## src/rtl/machine_pkg.sv

```systemverilog
// Shared widths, digit type and active-low anode codes for the display scan slice.
package machine_pkg;

  localparam int unsigned DIGIT_W    = 4;
  localparam int unsigned NUM_DIGITS = 4;
  localparam int unsigned STATE_W    = 20;

  typedef logic [DIGIT_W-1:0] digit_t;

  localparam logic [3:0] ANODE_SLOT0 = 4'b1110;
  localparam logic [3:0] ANODE_SLOT1 = 4'b1101;
  localparam logic [3:0] ANODE_SLOT2 = 4'b1011;
  localparam logic [3:0] ANODE_SLOT3 = 4'b0111;
  localparam logic [3:0] ANODE_BLANK = 4'b1111;

  function automatic logic [3:0] slot_to_anode_n(input logic [1:0] slot);
    logic [3:0] anode_n;
    unique case (slot)
      2'd0: anode_n = ANODE_SLOT0;
      2'd1: anode_n = ANODE_SLOT1;
      2'd2: anode_n = ANODE_SLOT2;
      2'd3: anode_n = ANODE_SLOT3;
    endcase
    return anode_n;
  endfunction

endpackage

```

## src/rtl/machine_scan_prescaler.sv

```systemverilog
// Digit-slot prescaler: counts 0..PRESCALE-1 and flags the terminal count.
module machine_scan_prescaler
  import machine_pkg::*;
#(
  parameter int unsigned PRESCALE = 50000,
  parameter int unsigned CNT_W    = 16
) (
  input  logic i_clk,
  input  logic i_rstn,
  output logic o_tc
);

  if (PRESCALE < 2 || (longint'(1) << CNT_W) < longint'(PRESCALE)) begin : g_param_check
    $error("machine_scan_prescaler: PRESCALE must be >= 2 and fit in CNT_W bits");
  end

  logic [CNT_W-1:0] r_cnt;
  logic             w_tc;

  assign w_tc = (r_cnt == CNT_W'(PRESCALE - 1));
  assign o_tc = w_tc;

  always_ff @(posedge i_clk) begin
    if (!i_rstn) begin
      r_cnt <= '0;
    end else if (w_tc) begin
      r_cnt <= '0;
    end else begin
      r_cnt <= r_cnt + CNT_W'(1);
    end
  end

endmodule

```

## src/rtl/machine_scan.sv

```systemverilog
// Display-scan state generator: tear-free digit commit and rotating active-low anode select.
// Optional brightness PWM blanking is enabled by defining MACHINE_SCAN_DIM_EN.
module machine_scan
  import machine_pkg::*;
#(
  parameter int unsigned PRESCALE = 50000,
  parameter int unsigned CNT_W    = 16
) (
  input  logic               system1000,
  input  logic               system1000_rstn,
`ifdef MACHINE_SCAN_DIM_EN
  input  logic [3:0]         brightness,
`endif
  input  logic               in_valid,
  output logic               in_ready,
  input  logic [15:0]        in_digits,
  output logic               frame_start,
  output logic [STATE_W-1:0] state
);

  logic                        w_tc;
  logic                        w_wrap;
  logic                        w_xfer;
  logic [1:0]                  r_slot;
  logic [1:0]                  w_slot_d;
  digit_t [NUM_DIGITS-1:0]     r_active;
  digit_t [NUM_DIGITS-1:0]     w_active_d;
  digit_t [NUM_DIGITS-1:0]     r_pending;
  logic                        r_pend_v;
  logic [3:0]                  w_anode_d;
  logic [STATE_W-1:0]          r_state;
  logic                        r_frame_start;

  machine_scan_prescaler #(
    .PRESCALE (PRESCALE),
    .CNT_W    (CNT_W)
  ) u_prescaler (
    .i_clk  (system1000),
    .i_rstn (system1000_rstn),
    .o_tc   (w_tc)
  );

  // Gating with reset keeps the upstream source from seeing ready while held in reset.
  assign in_ready = !r_pend_v && system1000_rstn;
  assign w_xfer   = in_valid && in_ready;
  assign w_wrap   = w_tc && (r_slot == 2'd3);

`ifdef MACHINE_SCAN_DIM_EN
  logic [3:0] r_pwm;

  always_ff @(posedge system1000) begin
    if (!system1000_rstn) begin
      r_pwm <= 4'h0;
    end else begin
      r_pwm <= r_pwm + 4'h1;
    end
  end
`endif

  always_comb begin
    w_slot_d   = r_slot;
    w_active_d = r_active;
    if (w_tc) begin
      w_slot_d = r_slot + 2'd1;
    end
    if (w_wrap && r_pend_v) begin
      w_active_d = r_pending;
    end
    w_anode_d = slot_to_anode_n(w_slot_d);
`ifdef MACHINE_SCAN_DIM_EN
    if (!((brightness == 4'hF) || (r_pwm < brightness))) begin
      w_anode_d = ANODE_BLANK;
    end
`endif
  end

  always_ff @(posedge system1000) begin
    if (!system1000_rstn) begin
      r_slot        <= 2'd0;
      r_active      <= '0;
      r_pending     <= '0;
      r_pend_v      <= 1'b0;
      r_state       <= {16'h0000, ANODE_SLOT0};
      r_frame_start <= 1'b0;
    end else begin
      r_slot        <= w_slot_d;
      r_active      <= w_active_d;
      r_state       <= {w_active_d, w_anode_d};
      r_frame_start <= w_wrap;
      // A commit needs pend_v, which blocks ready, so transfer and commit never collide.
      if (w_xfer) begin
        r_pending <= in_digits;
        r_pend_v  <= 1'b1;
      end else if (w_wrap && r_pend_v) begin
        r_pend_v  <= 1'b0;
      end
    end
  end

  assign state       = r_state;
  assign frame_start = r_frame_start;

endmodule
```

## config.mk

```make
export PLATFORM = sky130hd
export DESIGN_NAME = machine_scan
export DESIGN_NICKNAME = d
export VERILOG_FILES = /design/src/rtl/machine_pkg.sv /design/src/rtl/machine_scan_prescaler.sv /design/src/rtl/machine_scan.sv
export SDC_FILE = /design/constraint.sdc
export NUM_CORES = 1
export LEC_CHECK = 0
export BUFFER_PORTS_ARGS = -buffer_cell sky130_fd_sc_hd__buf_2
export CAP_MARGIN = 15
export CORE_ASPECT_RATIO = 0.75
export CORE_MARGIN = 2
export CORE_UTILIZATION = 30
export CTS_CLUSTER_DIAMETER = 60
export DETAILED_ROUTE_END_ITERATION = 12
export PLACE_DENSITY = 0.48
export SLEW_MARGIN = 20
export SYNTH_ARGS = -nofsm -noshare
export SYNTH_HDL_FRONTEND = slang
export SYNTH_SLANG_ARGS = --single-unit
```

## constraint.sdc

```tcl
create_clock -name system1000 -period 3 [get_ports system1000]
set_input_delay 0.3 -clock system1000 [delete_from_list [all_inputs] [get_ports system1000]]
set_output_delay 0.3 -clock system1000 [all_outputs]
set_load 0.01 [all_outputs]
```

======== Yosys cells after proc, flatten, opt, wreduce, memory -nomap -nowiden ========
Cells that the tools add are included.
Widths: inputs -> output; s select.
storage, ports and cells
  flip-flop bits (word level) ............. 72
  output and inout port bits .............. 22
  logic and storage cells ................. 34
  input bits .............................. 19
cells by class
  muxes and demuxes ....................... 5
  eq/ne operators ......................... 5
  $add $sub $neg .......................... 2
  reductions and logical operators ........ 8
  bitwise logic cells ..................... 1
operator list
  operator               count
  $add 16x1->16 const B  1
  $eq 16x16->1 const B   1
  $mux 16                1
  $pmux 4 s4             1
  $eq 2x2->1 const B     3
  $logic_and 1x1->1      4
  $add 2x1->2 const B    1
  $eq 2x1->1 const B     1
  $logic_not 2->1        1
  $mux 1                 2
  $mux 2                 1
  $reduce_bool 2->1      1
  $reduce_or 2->1        1
  $logic_not 1->1        1
  $not 1->1              1

======== Longest topological paths before layout ========
  depth in word-level cells ............... 5
  mapped depth ............................ 7
  gate-level depth less buffers ........... 7

======== Hierarchy ========
A second synthesis with hierarchy kept.
unflattened totals
  cells, all modules ...................... 254
  area total of the unflattened synthesis .. 2,311.0 um^2
by module, submodules not included
  module                  cells an instance  area an instance (um^2)  sequential area each (um^2)  instances
  machine_scan            175                1,521.5                  800.8                        1
  machine_scan_prescaler  79                 789.5                    320.3                        1

======== Worst setup path before layout ========
OpenSTA, ideal clock, no wires.
  kind .................................... register to register
  start ................................... register u_prescaler.r_cnt[0]
  end ..................................... register r_state[1] (netlist: state[1])
  setup slack ............................. 1,159 ps
  data arrival time ....................... 1,708 ps
  stages on the path, launching flop included .. 8
  library setup time ...................... 133 ps
  clock period less this slack ............ 1,841 ps
  path buffers ............................ 0
  required time ........................... 2,867 ps
  cell sequence ........................... dfxtp_1 > ha_1 > nand3_1 > nand4b_2 > xor2_1 > ha_1 > nor2b_1 > nand4b_1
on the way
  longest elaborated chain between the ends .. 4
  elaborated cells between the ends (all ways) .. 7
  classes of those cells .................. 4 x eq/ne; 2 x mux; 1 x reduce/logical
ends and longest elaborated chain
  item                                RTL line                      source
  start: declaration                  machine_scan_prescaler.sv:17  logic [CNT_W-1:0] r_cnt;
  start signal: assignment            machine_scan_prescaler.sv:29  r_cnt <= r_cnt + CNT_W'(1);
  $eq 16x16->1 (*)                    machine_scan_prescaler.sv:20  assign w_tc = (r_cnt == CNT_W'(PRESCALE - 1));
  $mux 2 (*)                          machine_scan.sv:63            if (w_tc) begin
  $eq 2x2->1 (tied with other cells)  machine_pkg.sv:18             unique case (slot)
  $pmux 4 s4 (*)                      machine_pkg.sv:18
  end signal: assignment              machine_scan.sv:83            r_state <= {16'h0000, ANODE_SLOT0};
  end signal: assignment              machine_scan.sv:88            r_state <= {w_active_d, w_anode_d};
  end: declaration                    machine_scan.sv:31            logic [STATE_W-1:0] r_state;
Mark *: on every way between the ends. The rest lies on a longest branch, timed or not.
A chain may end at the register's enable or synchronous reset.

======== Worst setup path in the final report ========
  start ................................... register u_prescaler.r_cnt[0]
  end ..................................... register r_active[1] (netlist name)
on the way
  longest elaborated chain between the ends .. 4
ends and longest elaborated chain
  item                    RTL line                      source
  $eq 16x16->1            machine_scan_prescaler.sv:20
  $logic_and 1x1->1       machine_scan.sv:46            assign w_wrap = w_tc && (r_slot == 2'd3);
  $logic_and 1x1->1       machine_scan.sv:66            if (w_wrap && r_pend_v) begin
  $mux 16                 machine_scan.sv:66
  end signal: assignment  machine_scan.sv:87            r_active <= w_active_d;
  end: declaration        machine_scan.sv:26            digit_t [NUM_DIGITS-1:0] r_active;
Every way passes these cells.

==> impl_metrics.yaml <==
run_status:
  status: "complete, no violations"
sta:
  slew_headroom: 0.559
  post-route-period-util: 0.690
  finalMaxSlewViolations: 0
  fin_crit_ns: 2.07
  tns_ns: 0
  finalSetupViolCount: 0
  finalClockSkew_ns: 0.0111
  worstMarginPinSlew_ns: 0.661
  finalHoldViolations: 0
  fmax_mhz: 483
  rsz0062_at_grt: "false"
clock_network:
  clkSinkCount: 56
  post_cts_buffers: 0
  cts_resized: 0
  postCtsHoldBufs: 0
  clkLatencyLatePin_ns: 0.31
  htree_levels: 2
  cts_tree: "yes"
  clk_pin_slew_ns: 0.10
  cts.path.max_buffers: 2
  cts_made_buffers: 5
  clk_root_buffer_cell: "clkbuf_8"
drt:
  drt_wl_total_um: 4220
  post_drt_wl_per_cell_um: 11.4
  drc: 0
  ant_nets: 0
  avgViaCountPerCell: 4.34
  first_pass_iters: 4
  drt_iter0_markers: 46
  via_count: 1604
die:
  core-area_um2: 6900
  start_util: 0.315
  die_w_um: 102
  dieArea_um2: 7930
  row_count: 26
  io_pins: 41
  fp.dieH_um: 77.6
global_routing:
  grt_pass1_wl_um: 7040
  antenna_found_initial: 0
  grt_pass1_vias: 1480
  grt_start_max_net_pins: 33
  grt-ovfl-total: 0
  grt_use_total: 0.112
setup_path:
  critPathArrivalTime_ns: 2.31
  critPathTopFamily: "simple AND/OR/NAND/NOR gates"
  end_kind: "flip-flop"
  critPathKind: "reg2reg"
  critPathMaxFanout: 17
  startpoint_type: "flip-flop"
  cp_cell_sequence: "ha_1 > nand3_1 > nand4b_2 > nor2_4 > mux2i_1"
  crit_path_top_delay_cell: "nor2_4"
  cp.required_ns: 3.24
  max_stage_delay_ns: 0.62
  cp_num_buf_inv: 0
placement:
  dp_hpwl_um: 2870
  dp_cells: 362
  port_buffers: 40
  post_dp_cell_area_um2: 2450
  gp_congestion: 0.759
pwr:
  leakage_nw: 0.968
  powerDensity_nw_per_um2: 495
  vdd_drop_max_mv: 0.162
finish:
  syn_to_final_growth_pct: 17.4
  layout-drive-gt1-share: 0.210
  fin_nets: 294
  final_cell_mix: "nand2_1 (57), dfxtp_1 (56), buf_2 (40)"
  mostFrequentLayoutCell: "nand2_1"
  final_area_um2: 2550
  antenna_cells: 0
  finalNonFillerCells: 370
logic_synthesis:
  synth_edf_count: 0
  synth-main-ff-cell: "dfxtp_1"
  netlist_instances: 234
  synth_seq_cells: 56
  ys_types: 31
  syn_nets: 257
  syn_area_um2: 2170
  yosysSeqAreaShare: 0.517
  syn_area_per_cell_um2: 9.27
  ys_async_sr_fraction: 0
  ys_warn_count: 0
min_path:
  min_path_type: "in2reg"
flow_run:
  drv_cap: 0
## cells in the mapped netlist, types with 3 or more instances
cell,instances,area share
nand3_1,6,0.014
nor3_1,3,0.0069
nor2b_1,4,0.012
clkbuf_1,8,0.014
nor2_1,18,0.031
nand4_1,4,0.012
inv_1,3,0.0052
nor4_1,4,0.012
ha_1,4,0.023
buf_2,3,0.0069
dfxtp_1,56,0.52
nand2_1,57,0.099
xnor2_1,10,0.040
xor2_1,4,0.016
o21ai_0,18,0.042
mux2i_1,17,0.078
## through the flow
stage                     utilization  power (mW)  setup WS, ns  hold WS, ns
after global placement          0.355       0.843         0.933        0.446
after floorplan                     -       0.819          1.16        0.409
final                           0.369        1.26         0.931        0.178
after global routing            0.369        1.32         0.694        0.176
after CTS                       0.369        1.28         0.906        0.166
after detailed placement        0.355       0.843         0.912        0.445
## power breakdown
part,switching (mW),total [mW],internal (mW)
Combinational,0.0323,0.0539,0.0216
Clock,0.246,0.436,0.189
Sequential,0.00833,0.770,0.762
## worst min-delay path, delay by kind of cell
family	cells	cell delay (ns)
simple gates	1	0.03
buf+inv	1	0.07
compound gates	1	0.05
## metal layers
metal  global-route usage  share of wire  vias to the layer above
met4               0.0440          0.017                        0
met2                0.161           0.40                       26
met1                0.160           0.54                      715
li1                     -              -                      856
met3               0.0297          0.042                        7
met5                    0              0                        -
## area by class of cell
type / instances / area [um^2]
Sequential cell: 56 / 1120
Fill cell: 731 / 4350
Clock buffer: 6 / 82.6
Tap cell: 98 / 123
Inverter: 3 / 11.3
Clock inverter: 2 / 13.8
Timing Repair Buffer: 42 / 215
Multi-Input combinational cell: 163 / 981
## cell families after synthesis
logic type | count (synthesis) | synth area share
and+or+nand+nor | 109 | 0.250
DFF | 56 | 0.517
AOI/OAI and AO/OA | 19 | 0.0438
muxes | 17 | 0.0784
buffers and inverters | 15 | 0.0311
xor gates and xnor gates | 14 | 0.0565
adders and majority gates | 4 | 0.0231
## registers in the layout, summed over array words and instances, names as in the netlist
signal	count
u_prescaler.r_cnt	16
r_pending	16
state	7
frame_start	1
r_slot	2
r_active	13
r_pend_v	1
## final timing paths
check / startpoint / endpoint / slack, ns / cells after the start
worst min register to register: state[11]$_SDFFE_PN0P_ / state[11]$_SDFFE_PN0P_ / 0.46 / 2
worst max register to register: u_prescaler.r_cnt[0]$_SDFF_PP0_ / r_active[1]$_SDFFE_PN0P_ / 0.93 / 5
worst max-delay path: u_prescaler.r_cnt[0]$_SDFF_PP0_ / r_active[1]$_SDFFE_PN0P_ / 0.93 / 5
worst min-delay path: in_digits[5] / r_pending[5]$_SDFFE_PN0P_ / 0.18 / 3
(Power assumes the default switching activity.)
